<file path="src/rtl/uart_pkg.sv">
// Shared UART definitions: baud-select codes, divisor table, receiver states.
package uart_pkg;

  localparam int OVERSAMPLE = 16;
  localparam int MID_SAMPLE = 7;
  localparam int DIV_W      = 16;

  typedef enum logic [2:0] {
    BAUD_300    = 3'b000,
    BAUD_1200   = 3'b001,
    BAUD_4800   = 3'b010,
    BAUD_9600   = 3'b011,
    BAUD_19200  = 3'b100,
    BAUD_38400  = 3'b101,
    BAUD_57600  = 3'b110,
    BAUD_115200 = 3'b111
  } baud_sel_e;

  typedef enum logic [2:0] {
    IDLE   = 3'd0,
    START  = 3'd1,
    DATA   = 3'd2,
    PARITY = 3'd3,
    STOP   = 3'd4
  } rx_state_e;

  function automatic int unsigned baud_rate(baud_sel_e sel);
    case (sel)
      BAUD_300:   return 300;
      BAUD_1200:  return 1200;
      BAUD_4800:  return 4800;
      BAUD_9600:  return 9600;
      BAUD_19200: return 19200;
      BAUD_38400: return 38400;
      BAUD_57600: return 57600;
      default:    return 115200;
    endcase
  endfunction

  // Rounded CLK_HZ / (16 * baud); only ever evaluated on constants.
  function automatic logic [DIV_W-1:0] baud_divisor(int unsigned clk_hz, baud_sel_e sel);
    int unsigned rate;
    int unsigned div;
    rate = baud_rate(sel);
    div  = (clk_hz + 8 * rate) / (16 * rate);
    return div[DIV_W-1:0];
  endfunction

endpackage

</file>
<file path="src/rtl/baud_controller.sv">
// 16x oversampling tick generator; down-counter reloaded from a constant divisor table.
module baud_controller
  import uart_pkg::*;
#(
  parameter int unsigned CLK_HZ = 50_000_000
) (
  input  logic       clk,
  input  logic       reset,
  input  logic [2:0] baud_select,
  input  logic       enable,
  input  logic       restart,
  output logic       tick
);

  localparam logic [DIV_W-1:0] DIV_TBL [8] = '{
    baud_divisor(CLK_HZ, BAUD_300),
    baud_divisor(CLK_HZ, BAUD_1200),
    baud_divisor(CLK_HZ, BAUD_4800),
    baud_divisor(CLK_HZ, BAUD_9600),
    baud_divisor(CLK_HZ, BAUD_19200),
    baud_divisor(CLK_HZ, BAUD_38400),
    baud_divisor(CLK_HZ, BAUD_57600),
    baud_divisor(CLK_HZ, BAUD_115200)
  };

  logic [DIV_W-1:0] cnt;
  logic [DIV_W-1:0] reload;

  assign reload = DIV_TBL[baud_select] - DIV_W'(1);

  // Restart reloads the full period so the first tick lands one divisor later.
  always_ff @(posedge clk or posedge reset) begin
    if (reset) begin
      cnt  <= '0;
      tick <= 1'b0;
    end else if (!enable || restart) begin
      cnt  <= reload;
      tick <= 1'b0;
    end else if (cnt == '0) begin
      cnt  <= reload;
      tick <= 1'b1;
    end else begin
      cnt  <= cnt - DIV_W'(1);
      tick <= 1'b0;
    end
  end

endmodule

</file>
<file path="src/rtl/uart_receiver.sv">
// UART receive path: synchroniser, frame FSM, shift register, even-parity and stop checks.
// 8N? no: 8 data + even parity + 1 stop, LSB first, sampled mid-bit at 16x oversampling.
module uart_receiver
  import uart_pkg::*;
#(
  parameter int unsigned CLK_HZ = 50_000_000
) (
  input  logic       clk,
  input  logic       reset,
  input  logic [2:0] baud_select,
  input  logic       Rx_EN,
  input  logic       RxD,
  output logic [7:0] Rx_DATA,
  output logic       Rx_VALID,
  output logic       Rx_PERROR,
  output logic       Rx_FERROR
);

  localparam logic [3:0] TICK_MID  = 4'(MID_SAMPLE);
  localparam logic [3:0] TICK_LAST = 4'(OVERSAMPLE - 1);

  logic       rx_meta;
  logic       rxs;
  rx_state_e  state;
  logic [2:0] sel_q;
  logic [2:0] sel_eff;
  logic       start_det;
  logic       tick;
  logic [3:0] tcnt;
  logic [2:0] idx;
  logic [7:0] shreg;
  logic       par_err;

  always_ff @(posedge clk or posedge reset) begin
    if (reset) begin
      rx_meta <= 1'b1;
      rxs     <= 1'b1;
    end else begin
      rx_meta <= RxD;
      rxs     <= rx_meta;
    end
  end

  assign start_det = (state == IDLE) && Rx_EN && !rxs;
  // The new rate must reach the divisor reload on the same edge it is latched.
  assign sel_eff   = start_det ? baud_select : sel_q;

  baud_controller #(
    .CLK_HZ(CLK_HZ)
  ) u_baud (
    .clk        (clk),
    .reset      (reset),
    .baud_select(sel_eff),
    .enable     (Rx_EN),
    .restart    (start_det),
    .tick       (tick)
  );

  // state  | meaning
  // IDLE   | line idle, waiting for a falling edge
  // START  | timing to mid start bit, rejects glitches
  // DATA   | sampling 8 data bits, LSB first
  // PARITY | sampling even-parity bit
  // STOP   | sampling stop bit, publishing byte or errors
  always_ff @(posedge clk or posedge reset) begin
    if (reset) begin
      state     <= IDLE;
      sel_q     <= 3'b000;
      tcnt      <= 4'd0;
      idx       <= 3'd0;
      shreg     <= 8'h00;
      par_err   <= 1'b0;
      Rx_DATA   <= 8'h00;
      Rx_VALID  <= 1'b0;
      Rx_PERROR <= 1'b0;
      Rx_FERROR <= 1'b0;
    end else begin
      Rx_VALID <= 1'b0;
      if (!Rx_EN) begin
        state     <= IDLE;
        Rx_PERROR <= 1'b0;
        Rx_FERROR <= 1'b0;
      end else begin
        case (state)
          IDLE: begin
            if (!rxs) begin
              state <= START;
              tcnt  <= 4'd0;
              sel_q <= baud_select;
            end
          end
          START: begin
            if (tick) begin
              if (tcnt == TICK_MID) begin
                tcnt <= 4'd0;
                // Errors persist through false starts; only a real frame clears them.
                if (!rxs) begin
                  state     <= DATA;
                  idx       <= 3'd0;
                  Rx_PERROR <= 1'b0;
                  Rx_FERROR <= 1'b0;
                end else begin
                  state <= IDLE;
                end
              end else begin
                tcnt <= tcnt + 4'd1;
              end
            end
          end
          DATA: begin
            if (tick) begin
              tcnt <= tcnt + 4'd1;
              if (tcnt == TICK_LAST) begin
                shreg[idx] <= rxs;
                idx        <= idx + 3'd1;
                if (idx == 3'd7) state <= PARITY;
              end
            end
          end
          PARITY: begin
            if (tick) begin
              tcnt <= tcnt + 4'd1;
              if (tcnt == TICK_LAST) begin
                par_err <= rxs ^ (^shreg);
                state   <= STOP;
              end
            end
          end
          STOP: begin
            if (tick) begin
              tcnt <= tcnt + 4'd1;
              if (tcnt == TICK_LAST) begin
                state     <= IDLE;
                Rx_FERROR <= !rxs;
                Rx_PERROR <= par_err;
                if (rxs && !par_err) begin
                  Rx_DATA  <= shreg;
                  Rx_VALID <= 1'b1;
                end
              end
            end
          end
          default: state <= IDLE;
        endcase
      end
    end
  end

endmodule
</file>
<file path="config.mk">
export PLATFORM = sky130hd
export DESIGN_NAME = uart_receiver
export DESIGN_NICKNAME = d
export VERILOG_FILES = /design/src/rtl/uart_pkg.sv /design/src/rtl/baud_controller.sv /design/src/rtl/uart_receiver.sv
export SDC_FILE = /design/constraint.sdc
export NUM_CORES = 1
export LEC_CHECK = 0
export CORE_MARGIN = 2
export CORE_UTILIZATION = 25
export DETAILED_ROUTE_END_ITERATION = 8
export HOLD_SLACK_MARGIN = 0.12
export MAX_ROUTING_LAYER = met4
export PLACE_DENSITY = 0.38
export SLEW_MARGIN = 20
export SYNTH_ARGS = -nofsm -noshare
export SYNTH_HDL_FRONTEND = slang
export SYNTH_SLANG_ARGS = --single-unit
</file>
<file path="constraint.sdc">
create_clock -name clk -period 5.9 [get_ports clk]
set_clock_uncertainty 0.15 [all_clocks]
set_input_delay 1.18 -clock clk [delete_from_list [all_inputs] [get_ports clk]]
set_output_delay 1.18 -clock clk [all_outputs]
set_load 0.02 [all_outputs]
</file>
==> impl_metrics.prom, run 1 <==
# TYPE chip_impl_metric gauge
chip_impl_info{name="outcome",value="finished clean"} 1
chip_impl_metric{name="globalRoute.totalOverflow",unit=""} 0
chip_impl_metric{name="fin_cells",unit=""} 519
chip_impl_metric{name="drt_pass1_iterations",unit=""} 4
chip_impl_metric{name="worst-path-max-fanout",unit=""} 7
chip_impl_metric{name="worstMarginPinSlew",unit="ns"} 0.768
chip_impl_metric{name="internal_power",unit="mW"} 0.910
chip_impl_metric{name="worst-endpoint-required",unit="ns"} 5.95
chip_impl_metric{name="layout-drive-gt1-share",unit=""} 0.141
chip_impl_metric{name="netlist_area_before_placement",unit="mm2"} 0.00319
chip_impl_metric{name="clk-insertion-delay-late",unit="ns"} 0.30
chip_impl_metric{name="drt_iter0_markers",unit=""} 74
chip_impl_metric{name="grt_max_degree",unit=""} 53
chip_impl_metric{name="yosysWarnings",unit=""} 0
chip_impl_metric{name="post-place-cells",unit=""} 511
chip_impl_metric{name="syn-num-nets",unit=""} 354
chip_impl_metric{name="grt_antenna_before_repair",unit=""} 0
chip_impl_metric{name="post-route-period-util",unit=""} 0.796
chip_impl_info{name="synthDominantAreaCellType",value="dfrtp_1"} 1
chip_impl_metric{name="worst-path-buf-inv",unit=""} 2
chip_impl_metric{name="hold_viol",unit=""} 0
chip_impl_metric{name="vias_in_the_first_global_route",unit=""} 2353
chip_impl_metric{name="post_synth_num_cell_types",unit=""} 59
chip_impl_metric{name="die_height",unit="um"} 117
chip_impl_metric{name="clock.fmax",unit="GHz"} 0.213
chip_impl_info{name="timing.critical_path.to",value="u_baud.cnt[6]"} 1
chip_impl_metric{name="clockPowerShare",unit=""} 0.225
chip_impl_metric{name="drc",unit=""} 0
chip_impl_metric{name="wl_per_cell",unit="um"} 14.6
chip_impl_info{name="cp-end-kind",value="flip-flop"} 1
chip_impl_metric{name="rrSetupSlack",unit="ns"} 1.94
chip_impl_metric{name="cts.repair.resized",unit=""} 0
chip_impl_metric{name="gr-usage-all-layers",unit=""} 0.123
chip_impl_metric{name="initial_utilization",unit=""} 0.254
chip_impl_metric{name="async_set_reset_flop_share_out_of_synthesis",unit=""} 1.00
chip_impl_metric{name="sequentialPowerShare",unit=""} 0.344
chip_impl_metric{name="drtAntennaViolNets",unit=""} 0
chip_impl_metric{name="portBuffers",unit=""} 17
chip_impl_metric{name="fin_tns_setup",unit="ns"} 0
chip_impl_metric{name="crit_path_max_incr_delay",unit="ns"} 0.54
chip_impl_metric{name="power.density_cell_area",unit="mW/mm2"} 409
chip_impl_info{name="rr_endpoint",value="u_baud.cnt[6]"} 1
chip_impl_metric{name="grt_first_pass_wirelength",unit="um"} 12600
chip_impl_metric{name="cts_buffers",unit=""} 5
chip_impl_metric{name="worst-path-stages",unit=""} 13
chip_impl_metric{name="antennaDiodeCount",unit=""} 0
chip_impl_metric{name="avgViaCountPerCell",unit=""} 4.58
chip_impl_metric{name="timing.final.max_slew_violations",unit=""} 0
chip_impl_metric{name="finalNetCount",unit=""} 369
chip_impl_metric{name="clkSlewWorstSetupHoldPaths",unit="ns"} 0.07
chip_impl_info{name="commonest_non_fill_non_tap_cell_in_the_layout",value="dfrtp_1"} 1
chip_impl_metric{name="routability_congestion_estimate",unit=""} 0.806
chip_impl_metric{name="clock_sinks",unit=""} 52
chip_impl_info{name="ys_dominant_reg_cell",value="dfrtp_1"} 1
chip_impl_info{name="yosys-top-cells-area",value="dfrtp_1, mux2_2, ha_1, xnor2_1, nand2_1"} 1
chip_impl_metric{name="areaGrowthSynthToFinish",unit="%"} 16.6
chip_impl_metric{name="overall_die_area",unit="mm2"} 0.0137
chip_impl_metric{name="holdBufCountCts",unit=""} 0
chip_impl_metric{name="number_of_enable_type_register_cells_in_the_synthesized_netlist",unit=""} 0
chip_impl_metric{name="synthCells",unit=""} 331
chip_impl_metric{name="syn_avg_cell_area",unit="um2"} 9.65
chip_impl_metric{name="portion_of_synthesized_cell_area_occupied_by_the_leading_cell_type",unit=""} 0.392
chip_impl_metric{name="sw_frac_of_total",unit=""} 0.403
chip_impl_info{name="critical-path-top-cell-by-count",value="ha_1"} 1
chip_impl_metric{name="cts_setup_buffers",unit=""} 0
chip_impl_info{name="critPathSlowestCell",value="mux2i_1"} 1
chip_impl_metric{name="combPwrFrac",unit=""} 0.431
chip_impl_info{name="cts_root_buffer",value="clkbuf_16"} 1
chip_impl_info{name="path_class",value="input port to flip-flop"} 1
chip_impl_metric{name="max_capacitance_violation_count",unit=""} 0
chip_impl_metric{name="dp_hpwl",unit="um"} 5520
chip_impl_metric{name="report.final.setup_viol",unit=""} 0
chip_impl_info{name="grt_setup_unrepaired",value="no"} 1
chip_impl_metric{name="floorplan.io_pins",unit=""} 18
chip_impl_metric{name="vias",unit=""} 2379
chip_impl_info{name="regToRegStartpoint",value="state[2]"} 1
chip_impl_metric{name="fin_worst_hold_slack",unit="ns"} 0.210
chip_impl_metric{name="cts_htree_levels",unit=""} 2
chip_impl_metric{name="fin_util",unit=""} 0.296
chip_impl_metric{name="vdd.ir_drop.worst",unit="mV"} 0.170
chip_impl_metric{name="reg2reg_depth",unit=""} 12
chip_impl_metric{name="clock_tree.buffer_depth",unit=""} 2
chip_impl_metric{name="placement_rows",unit=""} 41
chip_impl_metric{name="cp_data_arrival_time",unit="ns"} 4.75
chip_impl_info{name="worst_setup_path_start_kind",value="input port"} 1
chip_impl_metric{name="yosysSeqAreaShare",unit=""} 0.408
chip_impl_info{name="crit_start",value="Rx_EN"} 1
chip_impl_info{name="cells_along_the_critical_path",value="clkdlybuf4s50_1 > or4b_4 > nor2_2 > mux2i_1 > inv_1 > ha_1 > a21boi_1 > or2_2 > ha_1 > a311oi_1 > a211oi_1 > and3_1 > o31ai_1"} 1
chip_impl_info{name="cell_family_with_the_largest_share_of_critical_path_delay",value="simple AND/OR/NAND/NOR gates"} 1
chip_impl_metric{name="power_leakage",unit="nW"} 1.60
chip_impl_metric{name="net-switching-power",unit="mW"} 0.614
chip_impl_info{name="most-common-layout-cells",value="dfrtp_1, nand2_1, nor2_1, mux2_2, clkdlybuf4s50_1"} 1
chip_impl_metric{name="worst_slew_margin_rel",unit=""} 0.483
chip_impl_metric{name="synth-seq-cells",unit=""} 52
chip_impl_metric{name="routed_wl",unit="um"} 7570
chip_impl_metric{name="final.min_clock_period",unit="ns"} 4.69
chip_impl_metric{name="die_x",unit="um"} 117
chip_impl_info{name="hp-class",value="flip-flop to flip-flop"} 1
chip_impl_info{name="cts_tree",value="done"} 1
chip_impl_metric{name="design.core.area",unit="mm2"} 0.0126
per-stage QoR:
step	area [um2]	setup slack (ns)	total power, mW
2_1_floorplan	3190	1.54	1.02
5_1_grt	3720	0.940	1.66
4_1_cts	3720	1.18	1.55
6_report	3720	1.21	1.52
3_5_place_dp	3550	0.884	1.19
3_3_place_gp	3550	0.966	1.20
synthesized netlist by cell type (all sizes together) (2+ instances only):
library cell  count
a211oi            3
a21boi            3
a21o              6
a21oi            12
a22oi             3
a31oi             2
and2              2
and3              4
buf               5
clkbuf            9
dfrtp            50
dfstp             2
ha               16
inv              14
mux2             19
mux2i             8
nand2            30
nand2b            6
nand3            10
nand3b            6
nand4             5
nor2             28
nor2b             5
nor3             10
nor3b             4
nor4              6
nor4b             2
o21ai            17
o31ai             2
or2               2
or3               3
xnor2            16
xor2              6
flip-flops by register name, summed over array words and instances (netlist names), 3 cells and up:
name	count
shreg	8
tcnt	4
u_baud.cnt	16
state	3
Rx_DATA	8
idx	3
sel_q	3
routing by layer:
metal  GRT usage  share of wire  vias up
met5           -              0        -
met4      0.0353          0.013        0
met3      0.0216          0.031        6
met2       0.187           0.46       39
met1       0.169           0.50     1145
li1            -              -     1189
worst min path at each step:
stage / startpoint / endpoint / slack (ns) / cells past startpoint
4_1_cts: rx_meta / rxs / 0.21 / 0
6_report: rx_meta / rxs / 0.21 / 0
3_5_place_dp: rx_meta / rxs / 0.20 / 0
3_3_place_gp: rx_meta / rxs / 0.20 / 0
2_1_floorplan: rx_meta / rxs / 0.20 / 0
5_1_grt: rx_meta / rxs / 0.22 / 0
final cells by class:
type	instances	area, um2
repair buffers	22	208
clock buffers	5	125
inverters	15	56.3
fillers	1331	8850
flip-flops and latches	52	1300
clock inverters	3	46.3
well taps	172	215
multi-input cells	250	1770
power groups by stage:
stage	logic, mW	clock network [mW]	registers, mW
floorplan	0.530	0	0.490
global placement	0.668	0	0.532
detailed placement	0.663	0	0.531
CTS	0.667	0.363	0.524
global route	0.747	0.376	0.540
finish	0.656	0.344	0.524
worst reg2reg max path, cell delays in order (launching register included):
cell and delay [ns]:
dfrtp_1 0.54, or4b_4 0.64, nor2_2 0.14, mux2i_1 0.54, inv_1 0.21, ha_1 0.24, a21boi_1 0.13, or2_2 0.32
ha_1 0.20, a311oi_1 0.22, a211oi_1 0.12, and3_1 0.20, o31ai_1 0.22
kinds of logic after synthesis:
family / share of synthesized area
and+or+nand+nor: 0.212
AOI/OAI and AO/OA: 0.126
DFF: 0.408
buffers and inverters: 0.0388
muxes: 0.0921
xor gates and xnor gates: 0.0603
adders and majority gates: 0.0627
Note: power is estimated with default switching activity, not from simulation.
==> inputs of run 2 (changes only) <==
--- a/config.mk
+++ b/config.mk
@@ -10,7 +10,7 @@
 export DETAILED_ROUTE_END_ITERATION = 8
 export HOLD_SLACK_MARGIN = 0.12
 export MAX_ROUTING_LAYER = met4
-export PLACE_DENSITY = 0.38
+export PLACE_DENSITY = 0.39
 export SLEW_MARGIN = 20
 export SYNTH_ARGS = -nofsm -noshare
 export SYNTH_HDL_FRONTEND = slang
==> constraint.sdc (replaced) <==
create_clock -name clk -period 3.9 [get_ports clk]
set_clock_uncertainty 0.15 [all_clocks]
set_input_delay 0.78 -clock clk [delete_from_list [all_inputs] [get_ports clk]]
set_output_delay 0.78 -clock clk [all_outputs]
set_load 0.02 [all_outputs]
==> impl_metrics.prom, run 2 (synthesis gave the netlist of run 1 again) <==
# TYPE chip_impl_metric gauge
chip_impl_metric{name="worst-path-buf-inv",unit=""} 3
chip_impl_metric{name="grt_antenna_before_repair",unit=""} 0
chip_impl_info{name="cells_along_the_critical_path",value="dlymetal6s2s_1 > or4b_4 > nor2_4 > mux2i_2 > buf_4 > ha_1 > o21ai_2 > ha_1 > inv_1 > a21o_1 > o32a_1 > or3_4 > a31oi_2"} 1
chip_impl_metric{name="final.min_clock_period",unit="ns"} 3.50
chip_impl_metric{name="worst_slew_margin_rel",unit=""} 0.462
chip_impl_metric{name="layout-drive-gt1-share",unit=""} 0.234
chip_impl_metric{name="avgViaCountPerCell",unit=""} 4.59
chip_impl_metric{name="grt_max_degree",unit=""} 26
chip_impl_metric{name="power_leakage",unit="nW"} 1.78
chip_impl_metric{name="drt_pass1_iterations",unit=""} 4
chip_impl_info{name="cell_family_with_the_largest_share_of_critical_path_delay",value="simple AND/OR/NAND/NOR gates"} 1
chip_impl_metric{name="clock.fmax",unit="GHz"} 0.286
chip_impl_metric{name="routed_wl",unit="um"} 7810
chip_impl_metric{name="vias_in_the_first_global_route",unit=""} 2508
chip_impl_metric{name="post-route-cell-area",unit="mm2"} 0.00401
chip_impl_info{name="biggestRegsByFlops",value="u_baud.cnt (16), Rx_DATA (8), shreg (8)"} 1
chip_impl_info{name="most-common-layout-cells",value="dfrtp_1, buf_4, nand2_1, nor2_1, mux2_2"} 1
chip_impl_metric{name="post-route-period-util",unit=""} 0.897
chip_impl_info{name="worst_setup_path_start_kind",value="input port"} 1
chip_impl_metric{name="drtAntennaViolNets",unit=""} 0
chip_impl_info{name="grt_setup_unrepaired",value="no"} 1
chip_impl_metric{name="timing.final.max_slew_violations",unit=""} 0
chip_impl_metric{name="cp_data_arrival_time",unit="ns"} 3.57
chip_impl_metric{name="dp_hpwl",unit="um"} 5780
chip_impl_metric{name="power.density_cell_area",unit="mW/mm2"} 640
chip_impl_metric{name="vias",unit=""} 2539
chip_impl_metric{name="gr-usage-all-layers",unit=""} 0.126
chip_impl_metric{name="placed_area",unit="mm2"} 0.00379
chip_impl_info{name="worstHoldStart",value="rx_meta"} 1
chip_impl_metric{name="clkSlewWorstSetupHoldPaths",unit="ns"} 0.07
chip_impl_metric{name="floorplan.io_pins",unit=""} 18
chip_impl_metric{name="routability_congestion_estimate",unit=""} 0.801
chip_impl_info{name="cp-end-kind",value="flip-flop"} 1
chip_impl_metric{name="clock_tree.buffer_depth",unit=""} 2
chip_impl_metric{name="worstMarginPinSlew",unit="ns"} 0.799
chip_impl_metric{name="initial_utilization",unit=""} 0.254
chip_impl_info{name="hp-class",value="flip-flop to flip-flop"} 1
chip_impl_metric{name="wl_per_cell",unit="um"} 14.1
chip_impl_metric{name="worst-endpoint-required",unit="ns"} 3.97
chip_impl_metric{name="drc",unit=""} 0
chip_impl_metric{name="largest_register_ff_count",unit=""} 16
chip_impl_metric{name="globalRoute.totalOverflow",unit=""} 0
chip_impl_metric{name="placement_rows",unit=""} 41
chip_impl_metric{name="holdBufCountCts",unit=""} 0
chip_impl_metric{name="clk-insertion-delay-late",unit="ns"} 0.29
chip_impl_metric{name="hold_viol",unit=""} 0
chip_impl_info{name="critical-path-top-cell-by-count",value="ha_1"} 1
chip_impl_metric{name="drt_iter0_markers",unit=""} 92
chip_impl_metric{name="grt_first_pass_wirelength",unit="um"} 13000
chip_impl_metric{name="design.core.area",unit="mm2"} 0.0126
chip_impl_info{name="crit_start",value="Rx_EN"} 1
chip_impl_metric{name="areaGrowthSynthToFinish",unit="%"} 25.7
chip_impl_info{name="cts_tree",value="done"} 1
chip_impl_metric{name="die_height",unit="um"} 117
chip_impl_metric{name="die_x",unit="um"} 117
chip_impl_info{name="regToRegStartpoint",value="state[2]"} 1
chip_impl_info{name="path_class",value="input port to flip-flop"} 1
chip_impl_metric{name="cts_buffers",unit=""} 5
chip_impl_metric{name="fin_worst_hold_slack",unit="ns"} 0.207
chip_impl_metric{name="worst-path-max-fanout",unit=""} 6
chip_impl_metric{name="cts_htree_levels",unit=""} 2
chip_impl_metric{name="overall_die_area",unit="mm2"} 0.0137
chip_impl_info{name="commonest_non_fill_non_tap_cell_in_the_layout",value="dfrtp_1"} 1
chip_impl_info{name="critPathSlowestCell",value="or4b_4"} 1
chip_impl_metric{name="report.final.setup_viol",unit=""} 0
chip_impl_metric{name="max_capacitance_violation_count",unit=""} 0
chip_impl_info{name="largest_reg_by_ff_count",value="u_baud.cnt"} 1
chip_impl_metric{name="antennaDiodeCount",unit=""} 0
chip_impl_metric{name="crit_path_max_incr_delay",unit="ns"} 0.50
chip_impl_metric{name="clock_sinks",unit=""} 52
chip_impl_metric{name="fillCellCount",unit=""} 1312
chip_impl_metric{name="vdd.ir_drop.worst",unit="mV"} 0.304
chip_impl_info{name="outcome",value="finished clean"} 1
chip_impl_metric{name="finalNetCount",unit=""} 403
chip_impl_info{name="cts_root_buffer",value="clkbuf_16"} 1
chip_impl_metric{name="portBuffers",unit=""} 17
run 2: timing repair:
item	in CTS	in global routing
buffers inserted	0	2
endpoints found under the setup margin	4	8
gates cloned	0	0
pin swaps	0	3
resized for setup	2	8
run 2: worst reg2reg max path, delay by kind of cell, from the launching register on:
kind	cells	cell delay (ns)
adder cells (fa/ha/maj)	2	0.39
AO/OA/AOI/OAI	4	0.85
buffers and inverters	2	0.22
flip-flops	1	0.39
multiplexers	1	0.09
AND/OR/NAND/NOR	3	1.18
run 2: through the flow:
stage          utilization  setup slack (ns)  std cells  power [mW]  setup TNS, ns
6_report             0.319             0.401        553        2.57              0
5_1_grt              0.319             0.289        553        2.78              0
4_1_cts              0.316            0.0160        551        2.56              0
3_5_place_dp         0.302            -0.326        543        2.01          -2.12
3_3_place_gp         0.302            -0.320        543        2.01          -2.23
2_1_floorplan            -            0.0467        331        1.55              0
run 2: path summary, 6_finish.rpt:
check                                     end  slack (ns)  cells after the start
worst max register to register  u_baud.cnt[9]        0.55                     12
worst max-delay path            u_baud.cnt[9]        0.40                     13
worst min register to register            rxs        0.21                      0
min in group asynchronous          Rx_DATA[7]        0.58                      2
worst min-delay path                      rxs        0.21                      0
max in group asynchronous             rx_meta        2.34                      3
run 2: final cells by class:
cell class	count	area, um2	area share
Sequential cell	52	1300	0.325
Clock inverter	2	38.8	0.00967
Inverter	15	56.3	0.0140
Timing Repair Buffer	56	469	0.117
Clock buffer	6	129	0.0321
Multi-Input combinational cell	250	1800	0.449
Tap cell	172	215	0.0536
run 2: layer usage:
| layer | up-vias | global-route usage | part of all wire | wire (um) |
|---|---|---|---|---|
| li1 | 1267 | - | - | - |
| met2 | 25 | 0.205 | 0.47 | 3650 |
| met1 | 1241 | 0.168 | 0.50 | 3930 |
| met4 | 0 | 0.0165 | 0.0073 | 57 |
| met5 | - | - | 0 | 0 |
| met3 | 6 | 0.0237 | 0.022 | 174 |
run 2: where the power goes:
part	internal (mW)	total (mW)	switching (mW)
combinational	0.614	1.29	0.676
sequential	0.650	0.755	0.105
clock	0.306	0.522	0.215
==> inputs of run 3 (changes only) <==
--- a/config.mk
+++ b/config.mk
@@ -5,12 +5,14 @@
 export SDC_FILE = /design/constraint.sdc
 export NUM_CORES = 1
 export LEC_CHECK = 0
-export CORE_MARGIN = 2
+export CAP_MARGIN = 40
+export CORE_MARGIN = 8
 export CORE_UTILIZATION = 25
 export DETAILED_ROUTE_END_ITERATION = 8
 export HOLD_SLACK_MARGIN = 0.12
 export MAX_ROUTING_LAYER = met4
 export PLACE_DENSITY = 0.39
+export RECOVER_POWER = 25
 export SLEW_MARGIN = 20
 export SYNTH_ARGS = -nofsm -noshare
 export SYNTH_HDL_FRONTEND = slang
==> impl_metrics.prom, run 3 (synthesis gave the netlist of run 1 again) <==
# TYPE chip_impl_metric gauge
chip_impl_metric{name="clkSlewWorstSetupHoldPaths",unit="ns"} 0.08
chip_impl_metric{name="drt_iter0_markers",unit=""} 185
chip_impl_info{name="rr_endpoint",value="u_baud.cnt[6]"} 1
chip_impl_metric{name="cts_htree_levels",unit=""} 2
chip_impl_metric{name="grt_first_pass_wirelength",unit="um"} 13200
chip_impl_metric{name="report.final.setup_viol",unit=""} 0
chip_impl_metric{name="die_x",unit="um"} 129
chip_impl_metric{name="cp_data_arrival_time",unit="ns"} 3.92
chip_impl_metric{name="gr-usage-all-layers",unit=""} 0.104
chip_impl_metric{name="power.density_cell_area",unit="mW/mm2"} 638
chip_impl_metric{name="fin_tns_setup",unit="ns"} 0
chip_impl_info{name="critPathSlowestCell",value="or4b_4"} 1
chip_impl_metric{name="avgViaCountPerCell",unit=""} 4.59
chip_impl_metric{name="die_height",unit="um"} 129
chip_impl_info{name="cell_family_with_the_largest_share_of_critical_path_delay",value="simple AND/OR/NAND/NOR gates"} 1
chip_impl_info{name="cp-end-kind",value="flip-flop"} 1
chip_impl_metric{name="reg2reg_depth",unit=""} 12
chip_impl_info{name="biggestRegsByFlops",value="u_baud.cnt (16), Rx_DATA (8), shreg (8)"} 1
chip_impl_metric{name="worst-endpoint-required",unit="ns"} 3.97
chip_impl_metric{name="drtAntennaViolNets",unit=""} 0
chip_impl_metric{name="clock_tree.buffer_depth",unit=""} 2
chip_impl_metric{name="rrSetupSlack",unit="ns"} 0.57
chip_impl_metric{name="drc",unit=""} 0
chip_impl_metric{name="fillCellCount",unit=""} 1329
chip_impl_metric{name="routability_congestion_estimate",unit=""} 0.860
chip_impl_metric{name="portBuffers",unit=""} 17
chip_impl_info{name="grt_setup_unrepaired",value="yes"} 1
chip_impl_metric{name="initial_utilization",unit=""} 0.254
chip_impl_metric{name="layout-drive-gt1-share",unit=""} 0.254
chip_impl_metric{name="cts_buffers",unit=""} 5
chip_impl_metric{name="post-route-period-util",unit=""} 0.989
chip_impl_metric{name="placement.setup.worst_slack",unit="ns"} -0.363
chip_impl_info{name="hp-class",value="flip-flop to flip-flop"} 1
chip_impl_metric{name="max_capacitance_violation_count",unit=""} 0
chip_impl_info{name="cells_along_the_critical_path",value="clkdlybuf4s50_1 > or4b_4 > nor2_4 > mux2i_2 > inv_2 > ha_1 > a21boi_2 > or2_2 > ha_2 > a311oi_2 > a211oi_2 > and3_1 > o31ai_2"} 1
chip_impl_info{name="commonest_non_fill_non_tap_cell_in_the_layout",value="dfrtp_1"} 1
chip_impl_info{name="worst_setup_path_start_kind",value="input port"} 1
chip_impl_metric{name="areaGrowthSynthToFinish",unit="%"} 27.0
chip_impl_metric{name="largest_register_ff_count",unit=""} 16
chip_impl_metric{name="final.min_clock_period",unit="ns"} 3.86
chip_impl_info{name="cts_tree",value="done"} 1
chip_impl_metric{name="wl_per_cell",unit="um"} 14.2
chip_impl_metric{name="dp_hpwl",unit="um"} 5920
chip_impl_metric{name="timing.final.max_slew_violations",unit=""} 0
chip_impl_metric{name="routed_wl",unit="um"} 7920
chip_impl_metric{name="finalNetCount",unit=""} 408
chip_impl_metric{name="antennaDiodeCount",unit=""} 0
chip_impl_metric{name="floorplan.io_pins",unit=""} 18
chip_impl_info{name="outcome",value="finished clean"} 1
chip_impl_metric{name="vias_in_the_first_global_route",unit=""} 2593
chip_impl_metric{name="placement_rows",unit=""} 41
chip_impl_metric{name="worst-path-buf-inv",unit=""} 2
chip_impl_info{name="hold_end",value="rxs"} 1
chip_impl_info{name="worstHoldStart",value="rx_meta"} 1
chip_impl_metric{name="fin_util",unit=""} 0.323
chip_impl_metric{name="vias",unit=""} 2562
chip_impl_metric{name="crit_path_max_incr_delay",unit="ns"} 0.51
chip_impl_metric{name="worst-path-max-fanout",unit=""} 3
chip_impl_metric{name="overall_die_area",unit="mm2"} 0.0166
chip_impl_metric{name="drt_pass1_iterations",unit=""} 4
chip_impl_metric{name="final.setup.worst_slack",unit="ns"} 0.0436
chip_impl_metric{name="worstMarginPinSlew",unit="ns"} 0.947
chip_impl_metric{name="vdd.ir_drop.worst",unit="mV"} 0.324
chip_impl_info{name="regToRegStartpoint",value="state[2]"} 1
chip_impl_info{name="cts_root_buffer",value="clkbuf_16"} 1
chip_impl_metric{name="globalRoute.totalOverflow",unit=""} 0
chip_impl_metric{name="worst_slew_margin_rel",unit=""} 0.369
chip_impl_metric{name="power_leakage",unit="nW"} 1.78
chip_impl_metric{name="clk-insertion-delay-late",unit="ns"} 0.31
chip_impl_metric{name="holdBufCountCts",unit=""} 0
chip_impl_metric{name="hold_viol",unit=""} 0
chip_impl_metric{name="grt_max_degree",unit=""} 22
chip_impl_metric{name="design.core.area",unit="mm2"} 0.0126
chip_impl_info{name="most-common-layout-cells",value="dfrtp_1, buf_4, nand2_1, nor2_1, mux2_2"} 1
chip_impl_metric{name="grt_antenna_before_repair",unit=""} 0
chip_impl_info{name="largest_reg_by_ff_count",value="u_baud.cnt"} 1
chip_impl_metric{name="clock_sinks",unit=""} 52
chip_impl_metric{name="clock.fmax",unit="GHz"} 0.259
chip_impl_metric{name="whs_path_depth",unit=""} 0
chip_impl_info{name="path_class",value="input port to flip-flop"} 1
-- run 3: worst max-delay path by stage --
stage                          endpoint  start  cells after the start
final                     u_baud.cnt[6]  Rx_EN                     13
after global routing      u_baud.cnt[6]  Rx_EN                     13
after CTS                 u_baud.cnt[6]  Rx_EN                     13
after detailed placement  u_baud.cnt[9]  Rx_EN                     13
after global placement    u_baud.cnt[9]  Rx_EN                     13
after floorplan           u_baud.cnt[6]  Rx_EN                     14
-- run 3: cell type report --
| type | count | area [um2] | share of cell area |
|---|---|---|---|
| timing repair buffer | 61 | 498 | 0.123 |
| clock buffer | 5 | 125 | 0.0309 |
| tap | 172 | 215 | 0.0531 |
| clock inverter | 3 | 27.5 | 0.00679 |
| sequential | 52 | 1300 | 0.322 |
| multi-input combinational | 250 | 1830 | 0.451 |
| inverter | 15 | 56.3 | 0.0139 |
-- run 3: repair_timing --
item,in CTS,in global routing
pin swaps,0,8
gates resized for setup,2,15
setup buffers,0,3
setup endpoints to repair,6,8
-- run 3: through the flow --
stage          instances  instance area (um2)  hold slack (ns)  power (mW)
2_1_floorplan        331                 3200            0.195        1.55
3_5_place_dp         546                 3810            0.197        2.01
5_1_grt              558                 4060            0.215        2.80
3_3_place_gp         545                 3810            0.200        2.03
4_1_cts              554                 3970            0.208        2.51
6_report             558                 4060            0.207        2.59
-- run 3: report_power, final --
group          switching (mW)  internal (mW)  leakage, nW
Combinational           0.688          0.664         1.03
Sequential              0.108          0.650        0.678
Clock                   0.231          0.244       0.0719
-- run 3: routing by layer --
layer / share of wire / track usage / wire length [um]
met4: 0.016 / 0.0415 / 123
met3: 0.029 / 0.0210 / 231
met1: 0.47 / 0.127 / 3730
met5: 0 / - / 0
met2: 0.48 / 0.165 / 3830
